File: config.mk
export PLATFORM = sky130hd
export DESIGN_NAME = uart_tx_arbiter_flat
export DESIGN_NICKNAME = d
export VERILOG_FILES = /design/src/rtl/uart_arb_pkg.sv /design/src/rtl/uart_tx_arbiter_if.sv /design/src/rtl/rr_pick.sv /design/src/rtl/uart_tx_arbiter.sv /design/src/flat_wrapper.sv
export SDC_FILE = /design/constraint.sdc
export NUM_CORES = 1
export LEC_CHECK = 0
export ABC_CLOCK_PERIOD_IN_PS = 3300
export CORE_MARGIN = 5
export CORE_UTILIZATION = 41
export CTS_CLUSTER_DIAMETER = 200
export DETAILED_ROUTE_END_ITERATION = 8
export PLACE_DENSITY = 0.82
export SYNTH_ARGS = -nofsm -noshare
export SYNTH_HDL_FRONTEND = slang
export SYNTH_HIERARCHICAL = 1
export SYNTH_SLANG_ARGS = --single-unit
File: constraint.sdc
create_clock -name i_clk -period 3.3 [get_ports i_clk]
set_input_delay 0.495 -clock i_clk [delete_from_list [all_inputs] [get_ports i_clk]]
set_output_delay 0.495 -clock i_clk [all_outputs]
set_load 0.05 [all_outputs]
File: src/rtl/uart_arb_pkg.sv
// Shared definitions for the UART transmit arbiter.
// Contents: arbiter state encoding and the UART byte width.
// Imported by the request interface, the picker and the arbiter top.
package uart_arb_pkg;

  localparam int UART_BYTE_W = 8;

  typedef enum logic [1:0] {
    ST_ARB       = 2'd0,
    ST_ISSUE     = 2'd1,
    ST_WAIT_BUSY = 2'd2,
    ST_WAIT_DONE = 2'd3
  } arb_state_t;

endpackage

File: src/rtl/uart_tx_arbiter_if.sv
// Requester-side bundle of the UART transmit arbiter.
// Signals: req_valid/req_data/req_last from N_REQ producers, one-hot req_ready back.
// Modports: master = producers, slave = arbiter.
interface uart_tx_arbiter_if #(
  parameter int N_REQ = 2
);
  import uart_arb_pkg::*;

  logic [N_REQ-1:0]             req_valid;
  logic [N_REQ*UART_BYTE_W-1:0] req_data;
  logic [N_REQ-1:0]             req_last;
  logic [N_REQ-1:0]             req_ready;

  modport master (output req_valid, output req_data, output req_last, input req_ready);
  modport slave  (input req_valid, input req_data, input req_last, output req_ready);

endinterface

File: src/rtl/rr_pick.sv
// Combinational round-robin picker: first set bit of i_req strictly after i_ptr, wrapping.
// Ports: i_req (request vector), i_ptr (last winner) -> o_hit (any request), o_win (winner index).
// Zero latency; no state, so it can be dropped into any arbiter.
module rr_pick #(
  parameter  int N  = 2,
  localparam int IW = $clog2(N)
) (
  input  logic [N-1:0]  i_req,
  input  logic [IW-1:0] i_ptr,
  output logic          o_hit,
  output logic [IW-1:0] o_win
);

  logic [N-1:0] w_sh;

  // Walk from the farthest candidate (ptr itself) to the nearest (ptr+1);
  // the last hit written is the nearest one after the pointer.
  always_comb begin
    o_hit = 1'b0;
    o_win = '0;
    w_sh  = '0;
    for (int k = N; k >= 1; k--) begin
      w_sh = i_req >> ((int'(i_ptr) + k) % N);
      if (w_sh[0]) begin
        o_hit = 1'b1;
        o_win = IW'((int'(i_ptr) + k) % N);
      end
    end
  end

endmodule

File: src/rtl/uart_tx_arbiter.sv
// Shares one UART transmitter between N_REQ byte producers, round-robin per byte
// (per packet when UART_ARB_LOCK_EN is defined: a granted requester keeps the grant until req_last).
// Ports: i_clk, i_rst (sync, active-high), req_if (slave), o_grant_id, o_busy,
//        o_uart_tx_data, o_uart_tx_valid, i_uart_tx_ready.
module uart_tx_arbiter
  import uart_arb_pkg::*;
#(
  parameter  int N_REQ = 2,
  localparam int ID_W  = $clog2(N_REQ)
) (
  input  logic                   i_clk,
  input  logic                   i_rst,
  uart_tx_arbiter_if.slave       req_if,
  output logic [ID_W-1:0]        o_grant_id,
  output logic                   o_busy,
  output logic [UART_BYTE_W-1:0] o_uart_tx_data,
  output logic                   o_uart_tx_valid,
  input  logic                   i_uart_tx_ready
);

  arb_state_t             r_state;
  logic [ID_W-1:0]        r_rr_ptr;
  logic [ID_W-1:0]        r_grant_id;
  logic [UART_BYTE_W-1:0] r_tx_data;
  logic                   r_tx_valid;

  logic [N_REQ-1:0]       w_elig;
  logic                   w_hit;
  logic [ID_W-1:0]        w_win;
  logic                   w_accept;

`ifdef UART_ARB_LOCK_EN
  logic r_lock;
  // Mid-packet only the current owner may be picked; the picker then lands on it.
  assign w_elig = r_lock ? (req_if.req_valid & (N_REQ'(1) << r_grant_id)) : req_if.req_valid;
`else
  logic w_unused_last;
  assign w_unused_last = ^req_if.req_last;
  assign w_elig        = req_if.req_valid;
`endif

  rr_pick #(.N(N_REQ)) u_pick (
    .i_req (w_elig),
    .i_ptr (r_rr_ptr),
    .o_hit (w_hit),
    .o_win (w_win)
  );

  // Accept only while idle and the transmitter reports idle; a reset cycle
  // accepts nothing so no byte is lost to it.
  assign w_accept         = (r_state == ST_ARB) && i_uart_tx_ready && w_hit && !i_rst;
  assign req_if.req_ready = w_accept ? (N_REQ'(1) << w_win) : '0;

  always_ff @(posedge i_clk) begin
    if (i_rst) begin
      r_state    <= ST_ARB;
      r_rr_ptr   <= ID_W'(N_REQ - 1);
      r_grant_id <= '0;
      r_tx_data  <= '0;
      r_tx_valid <= 1'b0;
`ifdef UART_ARB_LOCK_EN
      r_lock     <= 1'b0;
`endif
    end else begin
      r_tx_valid <= 1'b0;
      case (r_state)
        ST_ARB: begin
          if (w_accept) begin
            r_tx_data  <= req_if.req_data[int'(w_win)*UART_BYTE_W +: UART_BYTE_W];
            r_grant_id <= w_win;
            r_tx_valid <= 1'b1;
            r_state    <= ST_ISSUE;
`ifdef UART_ARB_LOCK_EN
            if (!r_lock) r_rr_ptr <= w_win;
            r_lock <= !req_if.req_last[w_win];
`else
            r_rr_ptr   <= w_win;
`endif
          end
        end
        ST_ISSUE:     r_state <= ST_WAIT_BUSY;
        ST_WAIT_BUSY: if (!i_uart_tx_ready) r_state <= ST_WAIT_DONE;
        ST_WAIT_DONE: if (i_uart_tx_ready)  r_state <= ST_ARB;
        default:      r_state <= ST_ARB;
      endcase
    end
  end

  assign o_grant_id      = r_grant_id;
  assign o_busy          = (r_state != ST_ARB);
  assign o_uart_tx_data  = r_tx_data;
  assign o_uart_tx_valid = r_tx_valid;

endmodule
File: src/flat_wrapper.sv
// flat-port wrapper written by rule: the top's interface ports become plain ports
module uart_tx_arbiter_flat import uart_arb_pkg::*;
#(
  parameter  int N_REQ = 2,
  localparam int ID_W  = $clog2(N_REQ)
)
  (i_clk, i_rst, o_grant_id, o_busy, o_uart_tx_data, o_uart_tx_valid, i_uart_tx_ready, req_if_req_valid, req_if_req_data, req_if_req_last, req_if_req_ready);
  uart_tx_arbiter_if #(.N_REQ(N_REQ)) req_if_i ();
  input  logic i_clk;
  input  logic i_rst;
  output logic [ID_W-1:0] o_grant_id;
  output logic o_busy;
  output logic [UART_BYTE_W-1:0] o_uart_tx_data;
  output logic o_uart_tx_valid;
  input  logic i_uart_tx_ready;
  input wire logic [$bits(req_if_i.req_valid)-1:0] req_if_req_valid;
  input wire logic [$bits(req_if_i.req_data)-1:0] req_if_req_data;
  input wire logic [$bits(req_if_i.req_last)-1:0] req_if_req_last;
  output wire logic [$bits(req_if_i.req_ready)-1:0] req_if_req_ready;
  assign req_if_i.req_valid = req_if_req_valid;
  assign req_if_i.req_data = req_if_req_data;
  assign req_if_i.req_last = req_if_req_last;
  assign req_if_req_ready = req_if_i.req_ready;
  uart_tx_arbiter #(.N_REQ(N_REQ)) u_core (.i_clk(i_clk), .i_rst(i_rst), .req_if(req_if_i), .o_grant_id(o_grant_id), .o_busy(o_busy), .o_uart_tx_data(o_uart_tx_data), .o_uart_tx_valid(o_uart_tx_valid), .i_uart_tx_ready(i_uart_tx_ready));
endmodule
# Word-level counts from Yosys, hierarchy flattened
# Cells that the tools add are included.
[word_totals]
reg_bits = 13
inputBits = 23
out_inout_bits = 13
word_cells = 39
[op_classes]
add_sub_neg = 2
n_eq_ne = 6
n_shift = 4
muxes = 10
bitwise_logic = 3
n_reduce_logical = 9
[op_table]
columns = ["op", "count"]
rows = [
  ["$shr A2 B32 Y1", 2],
  ["$shiftx A16 B5 Y8", 1],
  ["$mux W2", 4],
  ["$pmux W2 S4", 1],
  ["$mux W1", 5],
  ["$eq A2 B2 Y1 const B", 2],
  ["$ne A2 B2 Y1 const B", 2],
  ["$logic_and A1 B1 Y1", 3],
  ["$reduce_and A3 Y1", 1],
  ["$add A1 B1 Y1 const B", 2],
  ["$and A1 B1 Y1 const A", 2],
  ["$eq A2 B1 Y1 const B", 1],
  ["$logic_not A2 Y1", 1],
  ["$ne A2 B1 Y1 const B", 1],
  ["$reduce_and A2 Y1", 1],
  ["$reduce_bool A2 Y1", 1],
  ["$reduce_or A2 Y1", 1],
  ["$shl A1 B1 Y2 const A", 1],
  ["$logic_not A1 Y1", 1],
  ["$not A1 Y1", 1],
]

# Depth between registers and ports, before layout
# Gate-level depths: netlist of run 1.
[logic_depth]
depth_word = 9
mapped_depth = 7
depth_no_buf = 6

# Cells and area by module
# The synthesis of run 1 kept the hierarchy.
[by_module_without_submodules]
columns = ["mod", "n_inst", "cells_per_inst", "area_each_um2", "seq_area_each_um2"]
rows = [
  ["uart_tx_arbiter", 1, 65, 686.9, 260.2],
  ["rr_pick", 1, 2, 13.8, 0.0],
]

# Worst setup path before layout of run 1
# OpenSTA, ideal clock, no wires.
[synth_timing]
path_kind = "in2out"
startpoint = "input port req_if_req_valid[1]"
endpoint = "output port req_if_req_ready[0]"
arrival_time_ps = 1514
required_time_ps = 2805
slack_ps = 1291
cell_stages = 4
n_path_buf = 0
path_cell_list = "or2_1 > nor2b_2 > nand3_2 > nor2_1"
[synth_via]
elab_chain_cells = 6
elab_cells_between_ends = 10
classes_between = "shift (3); mux (5); reduce/logical (2)"
[synth_rtl]
columns = ["item", "line", "rtl"]
rows = [
  ["start: declaration", "flat_wrapper.sv:16", "input wire logic [$bits(req_if_i.req_valid)-1:0] req_if_req_valid;"],
  ["$shr A2 B32 Y1", "rr_pick.sv:23", "w_sh = i_req >> ((int'(i_ptr) + k) % N);"],
  ["$mux W1 (2 in a row)", "rr_pick.sv:24", "if (w_sh[0]) begin"],
  ["$logic_and A1 B1 Y1 (2 in a row)", "uart_tx_arbiter.sv:51", "assign w_accept = (r_state == ST_ARB) && i_uart_tx_ready && w_hit && !i_rst;"],
  ["$mux W2 (*)", "uart_tx_arbiter.sv:52", "assign req_if.req_ready = w_accept ? (N_REQ'(1) << w_win) : '0;"],
  ["end: declaration", "flat_wrapper.sv:19", "output wire logic [$bits(req_if_i.req_ready)-1:0] req_if_req_ready;"],
]
# Mark *: on every way between the ends. The rest lies on a longest branch, timed or not.

# Worst setup path in the final report of run 1
[layout_timing]
startpoint = "input port i_rst"
endpoint = "output port req_if_req_ready[1]"
[layout_via]
elab_chain_cells = 3
[layout_rtl]
columns = ["item", "line", "rtl"]
rows = [
  ["start: declaration", "flat_wrapper.sv:10", "input logic i_rst;"],
  ["$logic_not A1 Y1", "uart_tx_arbiter.sv:51", ""],
  ["$logic_and A1 B1 Y1", "uart_tx_arbiter.sv:51", ""],
  ["$mux W2", "uart_tx_arbiter.sv:52", ""],
]
# Every way passes these cells.

==> impl_results.md, run 1 <==
* Status: finished, final reports clean
* Antenna Nets Post-Route at 0
* Clock Power Share at 0.157
* Switching share of total power at 0.4223
* GR Util met1 at 0.1393
* Full die area at 0.002636 mm^2
* Crit-path max cell delay at 0.39 ns
* Internal Power at 358.9 uW
* Kind of start point of the critical path: primary input
* Avg Synthesized Cell Area at 10.46 um^2
* Vias post-DR at 579
* CTS tree: done
* Part of the power in registers at 0.323
* Total power at 621.2 uW
* H-tree Lvls at 1
* Max cap viols at 0
* Overflow after GRT at 0
* Starting Density at 0.4195
* Slew margin rel. at 0.6589
* Yosys warns at 6
* Slowest CP cell: clkdlybuf4s50_1
* # IOs at 36
* Core Footprint at 0.001670 mm^2
* Syn Std Cell Area at 700.7 um^2
* Final period util at 0.7304
* Worst-margin pin slew at 0.5101 ns
* Tightest Hold Check Type: flop to flop
* CP arrival at 1.92 ns
* Total GRT Usage at 0.1299
* RSZ-0062 raised after global routing: false
* Fill cell count at 148
* First-pass GRT wire length at 2622 um
* Clock root buffer: clkbuf_4
* Fin nets at 130
* Reg clk slew, reported paths at 0.08 ns
* Worst path required time at 2.80 ns
* Cts repair resizes at 0
* Final hold vios at 0
* Initial DRT Pass Iterations at 2
* Setup TNS at 0 ns
* Crit-path max FO at 18
* Busiest layer in global routing: met2
* Die span in x at 51.34 um
* Initial DRC Count at 1
* Vias in the first global route at 620
* Final setup viols at 0
* Max Slew Vio Count at 0
* Largest net degree at the start of global routing at 19
* GR Layer Usage met2 at 0.2446
* Max Freq at 0.4149 GHz
* Post-layout worst setup margin at 0.8897 ns
* Pwr dens at 584.1 mW/mm^2
* CTS buffer count at 3
* Worst vdd ir at 0.3348 mV
* Sink Count at 13
* Antenna cells at 0
* Worst skew pair latency at 0.27 ns
* Wire length per cell at 13.23 um
* Min cycle time layout at 2.410 ns
* Cell variety after synth at 23
* Via-to-Cell Ratio at 4.825
* Final Skew at 0.0004292 ns
* Final HPWL DP at 1244 um
* Layout cells sized above 1 at 0.2136
* I/O Buffers at 33
* Seq/Total Area, Yosys at 0.3714
* RePlAce Congestion at 0.7098
* FF+latch count, synth at 13
* Die Y-Extent at 51.34 um
* Post-Syn Instances at 67
* Hold-fix buffers, CTS at 0
* Core Rows at 15
* Leak Pwr at 0.0004198 uW
* Combinational share of power at 0.520
* Setup WS pre-CTS at 0.8817 ns
* Critical Path, Cell by Cell: clkdlybuf4s50_1 -> buf_4 -> nor2b_2 -> nand3_2 -> inv_4 -> nand2_4 -> inv_2 -> buf_12
* Max Buffers Root-to-Sink at 2
* Syn nets at 93
* DRC viols at 0
* Sw power at 262.3 uW
* Final WL at 1588 um
* Postcts setup bufs at 0
* Layout Area Growth over Synthesis at 51.79%
* WS Path Type: primary input to primary output
* Met3 Use GR at 0.02624
* Initial antenna violation count at 0
* CP Capture Type: primary output
## layout make-up
class	count	area, um^2	area share
clock buffer	4	26.28	0.02471
sequential	13	260.3	0.2447
timing repair buffer	35	352.8	0.3318
inverter	6	25.02	0.02353
multi-input combinational	45	377.9	0.3553
tap	17	21.27	0.02000
## registers in the layout, summed over array words and instances (netlist names)
register                flops
u_core/o_grant_id           1
u_core/o_uart_tx_data       8
u_core/o_uart_tx_valid      1
u_core/r_rr_ptr             1
u_core/r_state              2
## critical path: cells and delay by family
family	cells	cell delay, ns
buf+inv	5	1.01
simple gates	3	0.40
## placed cells by master, fill, tap and decap left out
master and n:
nand2_1 2, a211oi_2 9, or3_1 1, a211oi_1 1, buf_4 3, nor2b_2 1
clkbuf_4 3, mux2i_1 9, nand3_2 1, a21oi_1 1, o31a_1 1, a21oi_2 1
nand2b_1 2, clkbuf_1 1, ha_1 3, inv_4 1, clkdlybuf4s50_1 31, nor2_1 10
inv_2 1, dfxtp_1 13, a21boi_1 1, nand2_4 1, inv_1 4, buf_12 1
or2_1 1
## synth_stat cells
cell | number | share of area
or2_1 | 1 | 0.0089
inv_1 | 4 | 0.021
o31a_1 | 1 | 0.013
nand3_2 | 1 | 0.014
nor2b_2 | 1 | 0.013
mux2i_1 | 9 | 0.13
buf_1 | 1 | 0.0054
inv_2 | 1 | 0.0054
dfxtp_1 | 13 | 0.37
inv_4 | 1 | 0.0089
nor2_1 | 10 | 0.054
a211oi_1 | 1 | 0.011
a21oi_1 | 1 | 0.0071
nand2_4 | 1 | 0.016
ha_1 | 3 | 0.054
nand2_1 | 2 | 0.011
clkbuf_8 | 1 | 0.020
nand2b_1 | 2 | 0.018
a21oi_2 | 1 | 0.013
a211oi_2 | 9 | 0.16
or3_1 | 1 | 0.0089
buf_12 | 1 | 0.029
a21boi_1 | 1 | 0.011
## final timing paths
check                    startpoint                   to  slack (ns)  depth (start not counted)
setup / recovery              i_rst  req_if_req_ready[1]        0.89                          8
hold / removal    u_core/o_grant_id    u_core/o_grant_id        0.48                          2
setup reg to reg  u_core/r_state[1]    u_core/r_state[0]        1.86                          5
hold reg to reg   u_core/o_grant_id    u_core/o_grant_id        0.48                          2
## metrics by stage
step | hold slack (ns) | cell area, um^2 | util | cells
2_1_floorplan | 0.4295 | 700.7 | - | 67
3_3_place_gp | 0.4530 | 1037 | 0.6210 | 116
3_5_place_dp | 0.4699 | 1037 | 0.6210 | 116
4_1_cts | 0.4813 | 1064 | 0.6367 | 120
5_1_grt | 0.5106 | 1064 | 0.6367 | 120
6_report | 0.4784 | 1064 | 0.6367 | 120
## logic make-up after synthesis
| group | Yosys count | share of synthesized area |
|---|---|---|
| flip-flops | 13 | 0.3714 |
| adder cells (fa/ha/maj) | 3 | 0.05358 |
| AO/OA/AOI/OAI | 14 | 0.2143 |
| multiplexers | 9 | 0.1286 |
| buffers and inverters | 9 | 0.08927 |
| AND/OR/NAND/NOR | 19 | 0.1429 |
## layer usage
layer | routed length, um | part of all wire | vias up
met1 | 642 | 0.40 | 259
met3 | 80 | 0.050 | 2
met5 | 0 | 0 | -
met4 | 14 | 0.0088 | 0
met2 | 850 | 0.54 | 17
li1 | - | - | 301
## power groups by stage
stage,sequential [uW],clock (uW),combinational [uW]
floorplan,261,0,175
global placement,202,0,317
detailed placement,205,0,324
CTS,201,101,325
global route,204,108,346
finish,201,97.3,323
(Power assumes the default switching activity.)
==> run 2, diff against run 1 <==
- ABC_CLOCK_PERIOD_IN_PS: 3300 -> 2510
- CORE_UTILIZATION: 41 -> 38
- PLACE_DENSITY: 0.82 -> 0.77
- clock period: 3.3 -> 2.51 ns (I/O delays scaled with it)
==> impl_results.md, run 2 (synthesized netlist as in run 1, its figures left out) <==
* Kind of start point of the critical path: flop (was primary input)
* Initial DRT Pass Iterations at 4 (was 2)
* Worst vdd ir at 0.3995 mV (was 0.3348 mV)
* Max Buffers Root-to-Sink at 2 (unchanged)
* Antenna Nets Post-Route at 0 (unchanged)
* Worst path required time at 2.13 ns (was 2.80 ns)
* Tightest Hold Check Type: flop to flop (unchanged)
* Largest net degree at the start of global routing at 19 (unchanged)
* Most frequent CP cell: inv_1
* CTS buffer count at 3 (unchanged)
* Fill cell count at 156 (was 148)
* Crit-path max cell delay at 0.80 ns (was 0.39 ns)
* HP Start: u_core/r_rr_ptr (was u_core/o_grant_id)
* Die span in x at 52.94 um (was 51.34 um)
* Worst hold margin at 0.4711 ns (was 0.4784 ns)
* Most frequent cells in the layout: clkdlybuf4s50_1 (31), dfxtp_1 (13), nor2_1 (10) (unchanged)
* Starting Density at 0.4014 (was 0.4195)
* RSZ-0062 raised after global routing: false (unchanged)
* Layout cells sized above 1 at 0.2136 (unchanged)
* Layout Area Growth over Synthesis at 53.21% (was 51.79%)
* Max cap viols at 0 (unchanged)
* Status: finished, final reports clean (unchanged)
* Reg2Reg Setup Slack at 1.08 ns (was 1.86 ns)
* Slowest CP cell: clkdlybuf4s50_1 (unchanged)
* Reg clk slew, reported paths at 0.08 ns (about the same)
* Vias in the first global route at 571 (was 620)
* Worst-margin pin slew at 0.5133 ns (was 0.5101 ns)
* Crit-path max FO at 4 (was 18)
* Final WL at 1575 um (was 1588 um)
* Postcts setup bufs at 0 (unchanged)
* Core Rows at 15 (unchanged)
* Cells on worst reg2reg path at 5 (unchanged)
* Max reg flops at 8 (unchanged)
* Min cycle time layout at 2.206 ns
* Antenna cells at 0 (unchanged)
* Clock root buffer: clkbuf_4 (unchanged)
* Wire length per cell at 12.30 um (was 13.23 um)
* Most common cell after layout, fill and taps aside: clkdlybuf4s50_1 (unchanged)
* First-pass GRT wire length at 2511 um (was 2622 um)
* I/O Buffers at 33 (unchanged)
* Total power at 813.7 uW (was 621.2 uW)
* Setup TNS at 0 ns (unchanged)
* Fin util at 0.6151 (was 0.6367)
* Final hold vios at 0 (unchanged)
* Die Y-Extent at 52.94 um (was 51.34 um)
* Cts repair resizes at 0 (unchanged)
* # IOs at 36 (unchanged)
* Critical R2R Launch: u_core/r_state[1] (unchanged)
* Pwr dens at 758.0 mW/mm^2 (was 584.1 mW/mm^2)
* Hold path depth at 2 (unchanged)
* Hold-fix buffers, CTS at 0 (unchanged)
* Worst Hold Endpoint: u_core/r_rr_ptr (was u_core/o_grant_id)
* Worst reg2reg endpoint: u_core/r_state[0] (unchanged)
* Leak Pwr at 0.0004198 uW (unchanged)
* Slew margin rel. at 0.6567 (was 0.6589)
* Max Slew Vio Count at 0 (unchanged)
* Critical Path, Cell by Cell: inv_1 -> ha_1 -> inv_1 -> clkdlybuf4s50_1 (was clkdlybuf4s50_1 -> buf_4 -> nor2b_2 -> nand3_2 -> inv_4 -> nand2_4 -> inv_2 -> buf_12)
* Overflow after GRT at 0 (unchanged)
* Vias post-DR at 608 (was 579)
* CP arrival at 1.83 ns (was 1.92 ns)
* Final setup viols at 0 (unchanged)
* WS Path Type: flop to primary output (was primary input to primary output)
* Max Freq at 0.4534 GHz
* Initial antenna violation count at 0 (unchanged)
* Final period util at 0.8788
* Initial DRC Count at 2 (was 1)
* RePlAce Congestion at 0.6940 (was 0.7098)
* Final HPWL DP at 1279 um (was 1244 um)
* CP Capture Type: primary output (unchanged)
* CTS tree: done (unchanged)
* Full die area at 0.002803 mm^2 (was 0.002636 mm^2)
* Sink Count at 13 (unchanged)
* Final Skew at 0.0009972 ns (was 0.0004292 ns)
* Fin nets at 130 (unchanged)
* DRC viols at 0 (unchanged)
* H-tree Lvls at 1 (unchanged)
* Worst skew pair latency at 0.26 ns (was 0.27 ns)
* Via-to-Cell Ratio at 4.750 (was 4.825)
* Total GRT Usage at 0.1238 (was 0.1299)
* Core Footprint at 0.001745 mm^2 (was 0.001670 mm^2)
## run 2: cell counts in the layout (fill, tap and decap cells not counted)
Identical to the previous run, type by type.
## run 2: per-stage QoR
stage / area [um^2] / setup WS, ns / std cells
global placement: 1047 / 0.3657 / 124
global route: 1074 / 0.1904 / 128
CTS: 1074 / 0.2879 / 128
detailed placement: 1047 / 0.3304 / 124
finish: 1074 / 0.3043 / 128
floorplan: 700.7 / 0.7338 / 67
## run 2: where the power goes
part	total [uW]	leakage, uW	internal (uW)	switching [uW]
clock network	125	0.0000150	61.4	63.6
logic	425	0.000298	167	258
registers	264	0.000107	243	20.6
## run 2: worst max-delay path: cells and delay by family (launching register included)
kind                     cells  cell delay (ns)
adder cells (fa/ha/maj)      1             0.23
buffers and inverters        3             0.94
flip-flops                   1             0.40
## run 2: final cells by class
type                            instances  area (um^2)  share of cell area
Timing Repair Buffer                   35        352.8              0.3287
Inverter                                6        25.02             0.02331
Sequential cell                        13        260.3              0.2424
Clock buffer                            4        26.28             0.02448
Multi-Input combinational cell         45        377.9              0.3520
Tap cell                               25        31.28             0.02914
## run 2: worst max path at each step
stage / start / endpoint / slack (ns) / cells past startpoint
after CTS: u_core/r_state[1] / o_busy / 0.29 / 4
after global placement: req_if_req_valid[0] / req_if_req_ready[1] / 0.37 / 8
final: u_core/r_state[1] / o_busy / 0.30 / 4
after global routing: u_core/r_state[0] / o_busy / 0.19 / 4
after detailed placement: req_if_req_valid[0] / req_if_req_ready[1] / 0.33 / 8
after floorplan: u_core/r_state[0] / req_if_req_ready[0] / 0.73 / 4
## run 2: per-layer routing
metal	up-vias	GRT usage	wire length, um
li1	306	-	-
met1	281	0.1375	639
met2	19	0.2252	836
met3	2	0.03380	77
met4	0	0.03830	21
met5	-	0	0
